`src/rtl/ttl_sim_pkg.sv`:
```
// Shared helpers for the TTL chip models: terminal-count helper and a
// time/instance-stamped simulation warning.
package ttl_sim_pkg;

    function automatic int terminal_count(input int modulus);
        return modulus - 1;
    endfunction

`ifndef SYNTHESIS
    task automatic ttl_warn(input string inst, input string msg);
        $display("%t %s: WARNING: %s", $time, inst, msg);
    endtask
`endif

endpackage

```
`src/rtl/ttl_sync_counter.sv`:
```
// Parametrised 74LS160/161/162/163-style synchronous counter with load, clear,
// ENP/ENT enables and ripple carry. Define TTL_CNT_UPDOWN_EN to add up_n ('191-style).
module ttl_sync_counter
    import ttl_sim_pkg::*;
#(
    parameter int WIDTH    = 4,
    parameter int MODULUS  = 16,
    parameter bit SYNC_CLR = 1'b1
) (
    input  logic             clk,
    input  logic             rst,
    input  logic             clr_n,
    input  logic             load_n,
    input  logic             enp,
    input  logic             ent,
`ifdef TTL_CNT_UPDOWN_EN
    input  logic             up_n,
`endif
    input  logic [WIDTH-1:0] d,
    output logic [WIDTH-1:0] q,
    output logic             rco
);

    localparam logic [WIDTH-1:0] TC    = WIDTH'(terminal_count(MODULUS));
    localparam logic [WIDTH:0]   MOD_X = (WIDTH+1)'(MODULUS);

    logic [WIDTH-1:0] q_q, q_d;
    logic             arst;
    logic             down;

`ifdef TTL_CNT_UPDOWN_EN
    assign down = up_n;
`else
    assign down = 1'b0;
`endif

    // Out-of-range states fall back into the sequence on the next count.
    function automatic logic [WIDTH-1:0] next_cnt(input logic [WIDTH-1:0] cur, input logic dn);
        if (dn)
            return (cur == '0 || {1'b0, cur} >= MOD_X) ? TC : cur - 1'b1;
        return (cur >= TC) ? '0 : cur + 1'b1;
    endfunction

    // Asynchronous-clear parts ('160/'161) fold clr_n into the reset path.
    assign arst = rst | (!SYNC_CLR & !clr_n);

    always_comb begin
        q_d = q_q;
        if (SYNC_CLR && !clr_n)
            q_d = '0;
        else if (!load_n)
            q_d = d;
        else if (enp && ent)
            q_d = next_cnt(q_q, down);
`ifndef SYNTHESIS
        if (!(SYNC_CLR && clr_n === 1'b0) && $isunknown({enp, ent, load_n}))
            q_d = 'x;
`endif
    end

    always_ff @(posedge clk or posedge arst) begin
        if (arst)
            q_q <= '0;
        else
            q_q <= q_d;
    end

`ifndef SYNTHESIS
    always @(posedge clk) begin
        if (!rst && clr_n && !load_n && {1'b0, d} >= MOD_X)
            ttl_warn($sformatf("%m"), $sformatf("load value %0d stored verbatim, >= MODULUS %0d", d, MODULUS));
    end
`endif

    assign q   = q_q;
    assign rco = ent & (down ? (q_q == '0) : (q_q == TC));

endmodule

```
`config.mk`:
```
export PLATFORM = sky130hd
export DESIGN_NAME = ttl_sync_counter
export DESIGN_NICKNAME = d
export VERILOG_FILES = /design/src/rtl/ttl_sim_pkg.sv /design/src/rtl/ttl_sync_counter.sv
export SDC_FILE = /design/constraint.sdc
export NUM_CORES = 1
export LEC_CHECK = 0
export CAP_MARGIN = 40
export CORE_AREA = 10 10 47 49
export CTS_CLUSTER_SIZE = 12
export DETAILED_ROUTE_END_ITERATION = 8
export DIE_AREA = 0 0 57 59
export PLACE_DENSITY_LB_ADDON = 0.12
export SYNTH_ARGS = -nofsm -noshare
export SYNTH_HDL_FRONTEND = slang
export SYNTH_SLANG_ARGS = --single-unit
export TNS_END_PERCENT = 30
```
`constraint.sdc`:
```
create_clock -name clk -period 2.75 [get_ports clk]
set_input_delay 0.55 -clock clk [delete_from_list [all_inputs] [get_ports clk]]
set_output_delay 0.55 -clock clk [all_outputs]
set_load 0.005 [all_outputs]
```
Yosys cells after proc, flatten, opt, wreduce, memory -nomap -nowiden
Cells that the tools add are included.
{ "op_classes": {"n_bitwise": 1, "magnitude_cmp": 1, "n_eq_ne": 2, "addsub": 1, "muxes": 8, "reduce_logical": 1} }
{ "op_table": {"columns": ["operator", "count"], "rows": [
  ["$mux 4", 5],
  ["$add 4x1->4 const B", 1],
  ["$eq 4x4->1 const B", 1],
  ["$ge 4x4->1 const B", 1],
  ["$mux 1", 3],
  ["$ne 3x2->1 const B", 1],
  ["$and 1x1->1", 1],
  ["$logic_and 1x1->1", 1]
]} }
{ "totals": {"input_bits": 10, "elab_cells": 15, "out_inout_bits": 5, "ff_bits": 4} }

Longest topological paths before layout
Gate-level depths: netlist of the first run.
{ "depth": {"ltp_word": 8, "mapped_depth": 4, "mapped_depth_nobuf": 4} }

Worst setup path after synthesis of the first run
No wires, ideal clock.
{ "synth_path": {"path_kind": "register to output", "start": "register q_q[0], in the netlist q[0]", "end": "output rco", "n_path_buf": 0, "slack_ns": 1.309, "required_time_ns": 2.200, "arrival_time_ns": 0.891, "path_stages_with_launch": 3, "path_cell_list": "dfrtp_1 > ha_1 > and4_2"} }
{ "synth_via": {"elab_chain_len": 2} }
{ "synth_lines": {"columns": ["element", "line", "source"], "rows": [
  ["from (decl)", "ttl_sync_counter.sv:27", "logic [WIDTH-1:0] q_q, q_d;"],
  ["from (signal assigned)", "ttl_sync_counter.sv:65", "q_q <= q_d;"],
  ["$eq 4x4->1", "ttl_sync_counter.sv:76", "assign rco = ent & (down ? (q_q == '0) : (q_q == TC));"],
  ["$and 1x1->1", "ttl_sync_counter.sv:76", null],
  ["to (decl)", "ttl_sync_counter.sv:21", "output logic rco"]
]} }
Every way passes these cells.

Final worst setup path of the first run
{ "layout_path": {"start": "input ent", "end": "output rco"} }
{ "layout_via": {"elab_chain_len": 1} }
{ "layout_lines": {"columns": ["element", "line", "source"], "rows": [
  ["from (decl)", "ttl_sync_counter.sv:15", "input logic ent,"],
  ["$and 1x1->1", "ttl_sync_counter.sv:76", null]
]} }
Every way passes these cells.

==> impl_metrics.ini, run 1 <==
[pwr]
power_density_mw_per_mm2 = 419
leakage_nw = 0.191
peakVddDrop_v = 0.000167
finalPower_w = 0.000189

[floorplanning]
die_area_mm2 = 0.00336
core.rowCount = 14
initial_core_util = 0.196
die_w_um = 57
io_pins = 15
dieHeight_um = 59
coreArea_mm2 = 0.00140

[grt]
grt_pass1_vias = 345
grt_pass1_wl_um = 1450
grt.met3_usage = 0.0258
grt_max_degree = 11
overflow = 0
grt_use_met1 = 0.0599
antenna_found_initial = 0
gr-usage-all-layers = 0.0555
met2_usage = 0.0791
busiest_layer = met2

[clock_network]
cts_setup_buffers = 0
cts_tree = done
path_clk_slew_ns = 0.04
cts_buffer_depth = 2
clock_latency_ns = 0.24
root_buffer = clkbuf_4
post_cts_resize_count = 0
h-tree-depth = 1
ctsHoldBuffers = 0
cts.sink_count = 4
cts_buffers = 3

[drt]
wl_per_cell_um = 13.5
final_antenna_net_count = 0
post_drt_via_cell_ratio = 4.90
drt_iter0_drc = 0
drc = 0
num_vias = 309
drt-total-wl_um = 852
first_pass_iters = 1

[logic_synthesis]
yosys-top-cells-area = dfrtp_1, ha_1, nand2_1
synth_top_cell_area_share = 0.364
ys_ff_latch = 4
synth_largest_area_cell = dfrtp_1
syn_area_um2 = 275
syn_nets = 42
ys_types = 22
synth_cells = 31
avgSynthCellArea_um2 = 8.88
synth_warnings = 0
synth_seq_area_share = 0.364

[timing]
rsz0062_at_grt = no
max_freq_mhz = 423
relSlewSlack = 0.767
fin_skew_ns = 0.00291
worst_pin_slew_ns = 0.349
finalHoldViolations = 0
period_needed_ns = 2.36
setup_viol = 0
tns_ns = 0
slew_violations = 0
post-route-period-util = 0.859

[min_path]
hold_class = primary input to async pin

[worst_setup_path]
start_kind = primary input
crit_type = primary input to output port
r2r-start = q[0]
cp.required_ns = 2.20
crit_path_end_kind = output port
crit_start = ent
cp_max_fo = 4
arrival_ns = 1.81

[final_layout]
antenna_cells = 0
layout_commonest_cell = clkdlybuf4s50_1
largest_reg_flops = 4
drive_above_1_share = 0.106
nets = 60
area_growth_pct = 63.6
seq_area_um2 = 100
multiInputGateArea_um2 = 160
fill_cells = 162
final_cell_mix = clkdlybuf4s50_1, dfrtp_1, nand2_1, clkbuf_4

[job]
cap_viol_max_count = 0

[placement]
gp_congestion = 0.758
port_buffers = 14
dp_hpwl_um = 675

[run_status]
status = finished, final reports clean
-- path summary, 6_finish.rpt --
check	end	slack, ns	depth (start not counted)
worst min-delay path	q[1]	0.49	2
max in group asynchronous	q[3]	2.10	2
worst max register to register	q[0]	1.42	3
worst min register to register	q[1]	0.62	2
worst max-delay path	rco	0.39	3
min in group clk	q[1]	0.62	2
-- critical path, stage by stage --
cell	delay, ns
clkdlybuf4s50_1	0.54
and4_2	0.23
clkdlybuf4s50_1	0.49
-- layer usage --
layer | share of wire | vias up
met5 | 0 | -
met2 | 0.41 | 14
met4 | 0.022 | 0
met1 | 0.48 | 143
li1 | - | 150
met3 | 0.089 | 2
-- power breakdown --
part / internal (W) / switching [W] / total, W
Sequential: 0.0000638 / 0.00000708 / 0.0000709
Combinational: 0.0000275 / 0.0000163 / 0.0000438
Clock: 0.0000489 / 0.0000252 / 0.0000740
-- per-stage QoR --
step	hold slack, ns	util	setup WS (ns)	cell area (µm²)	cells
floorplan	0.316	-	1.31	275	31
global placement	0.623	0.305	0.404	428	60
detailed placement	0.623	0.305	0.388	428	60
CTS	0.490	0.321	0.380	450	63
global route	0.519	0.321	0.322	450	63
finish	0.492	0.321	0.387	450	63
-- cell families after synthesis --
group                      Yosys count  share of synthesized area
AOI/OAI and AO/OA                   11                      0.282
and+or+nand+nor                     11                      0.223
DFF                                  4                      0.364
buffers and inverters                3                     0.0546
xor gates and xnor gates             1                     0.0318
adders and majority gates            1                     0.0454
-- cell usage after synthesis --
library cell / number
dfrtp_1: 4
nand2_1: 3
a21oi_1: 2
inv_1: 2
nand3_1: 2
o21ai_0: 2
a211o_1: 1
a21o_1: 1
a311o_1: 1
a311oi_1: 1
a31o_1: 1
a31oi_1: 1
and4_2: 1
buf_4: 1
ha_1: 1
nand2_2: 1
nand4b_1: 1
nor2_1: 1
nor2b_1: 1
nor3_1: 1
o211ai_1: 1
xor2_1: 1
-- cell type report --
cell class              count  area share
inverters                   2      0.0167
multi-input cells          24       0.356
flip-flops and latches      4       0.222
well taps                  16      0.0444
repair buffers             14       0.311
clock buffers               3      0.0500
No activity file was read; power rests on OpenSTA's default activity.
==> run 2, diff against run 1 <==
==> constraint.sdc (replaced) <==
create_clock -name clk -period 2.95 [get_ports clk]
set_input_delay 0.59 -clock clk [delete_from_list [all_inputs] [get_ports clk]]
set_output_delay 0.59 -clock clk [all_outputs]
set_load 0.005 [all_outputs]
==> results of run 2 <==
Same layout as run 1 (identical final DEF). Status: finished, final reports clean.
Main changes from that run: setup slack after placement 0.388 ns -> 0.508 ns; setup slack after layout 0.387 ns -> 0.507 ns; hold slack 0.492 ns -> 0.532 ns; register-to-register setup slack 1.42 ns -> 1.62 ns; total power 0.000189 W -> 0.000176 W; worst IR drop on VDD 0.000167 V -> 0.000156 V
==> run 3, diff against run 2 <==
==> constraint.sdc (replaced) <==
create_clock -name clk -period 2.5 [get_ports clk]
set_input_delay 0.5 -clock clk [delete_from_list [all_inputs] [get_ports clk]]
set_output_delay 0.5 -clock clk [all_outputs]
set_load 0.005 [all_outputs]
==> results of run 3 <==
Same layout as run 1 (identical final DEF). Status: finished, final reports clean.
Main changes from that run: setup slack after placement 0.388 ns -> 0.238 ns; setup slack after layout 0.387 ns -> 0.237 ns; hold slack 0.492 ns -> 0.442 ns; register-to-register setup slack 1.42 ns -> 1.17 ns; total power 0.000189 W -> 0.000208 W; worst IR drop on VDD 0.000167 V -> 0.000184 V
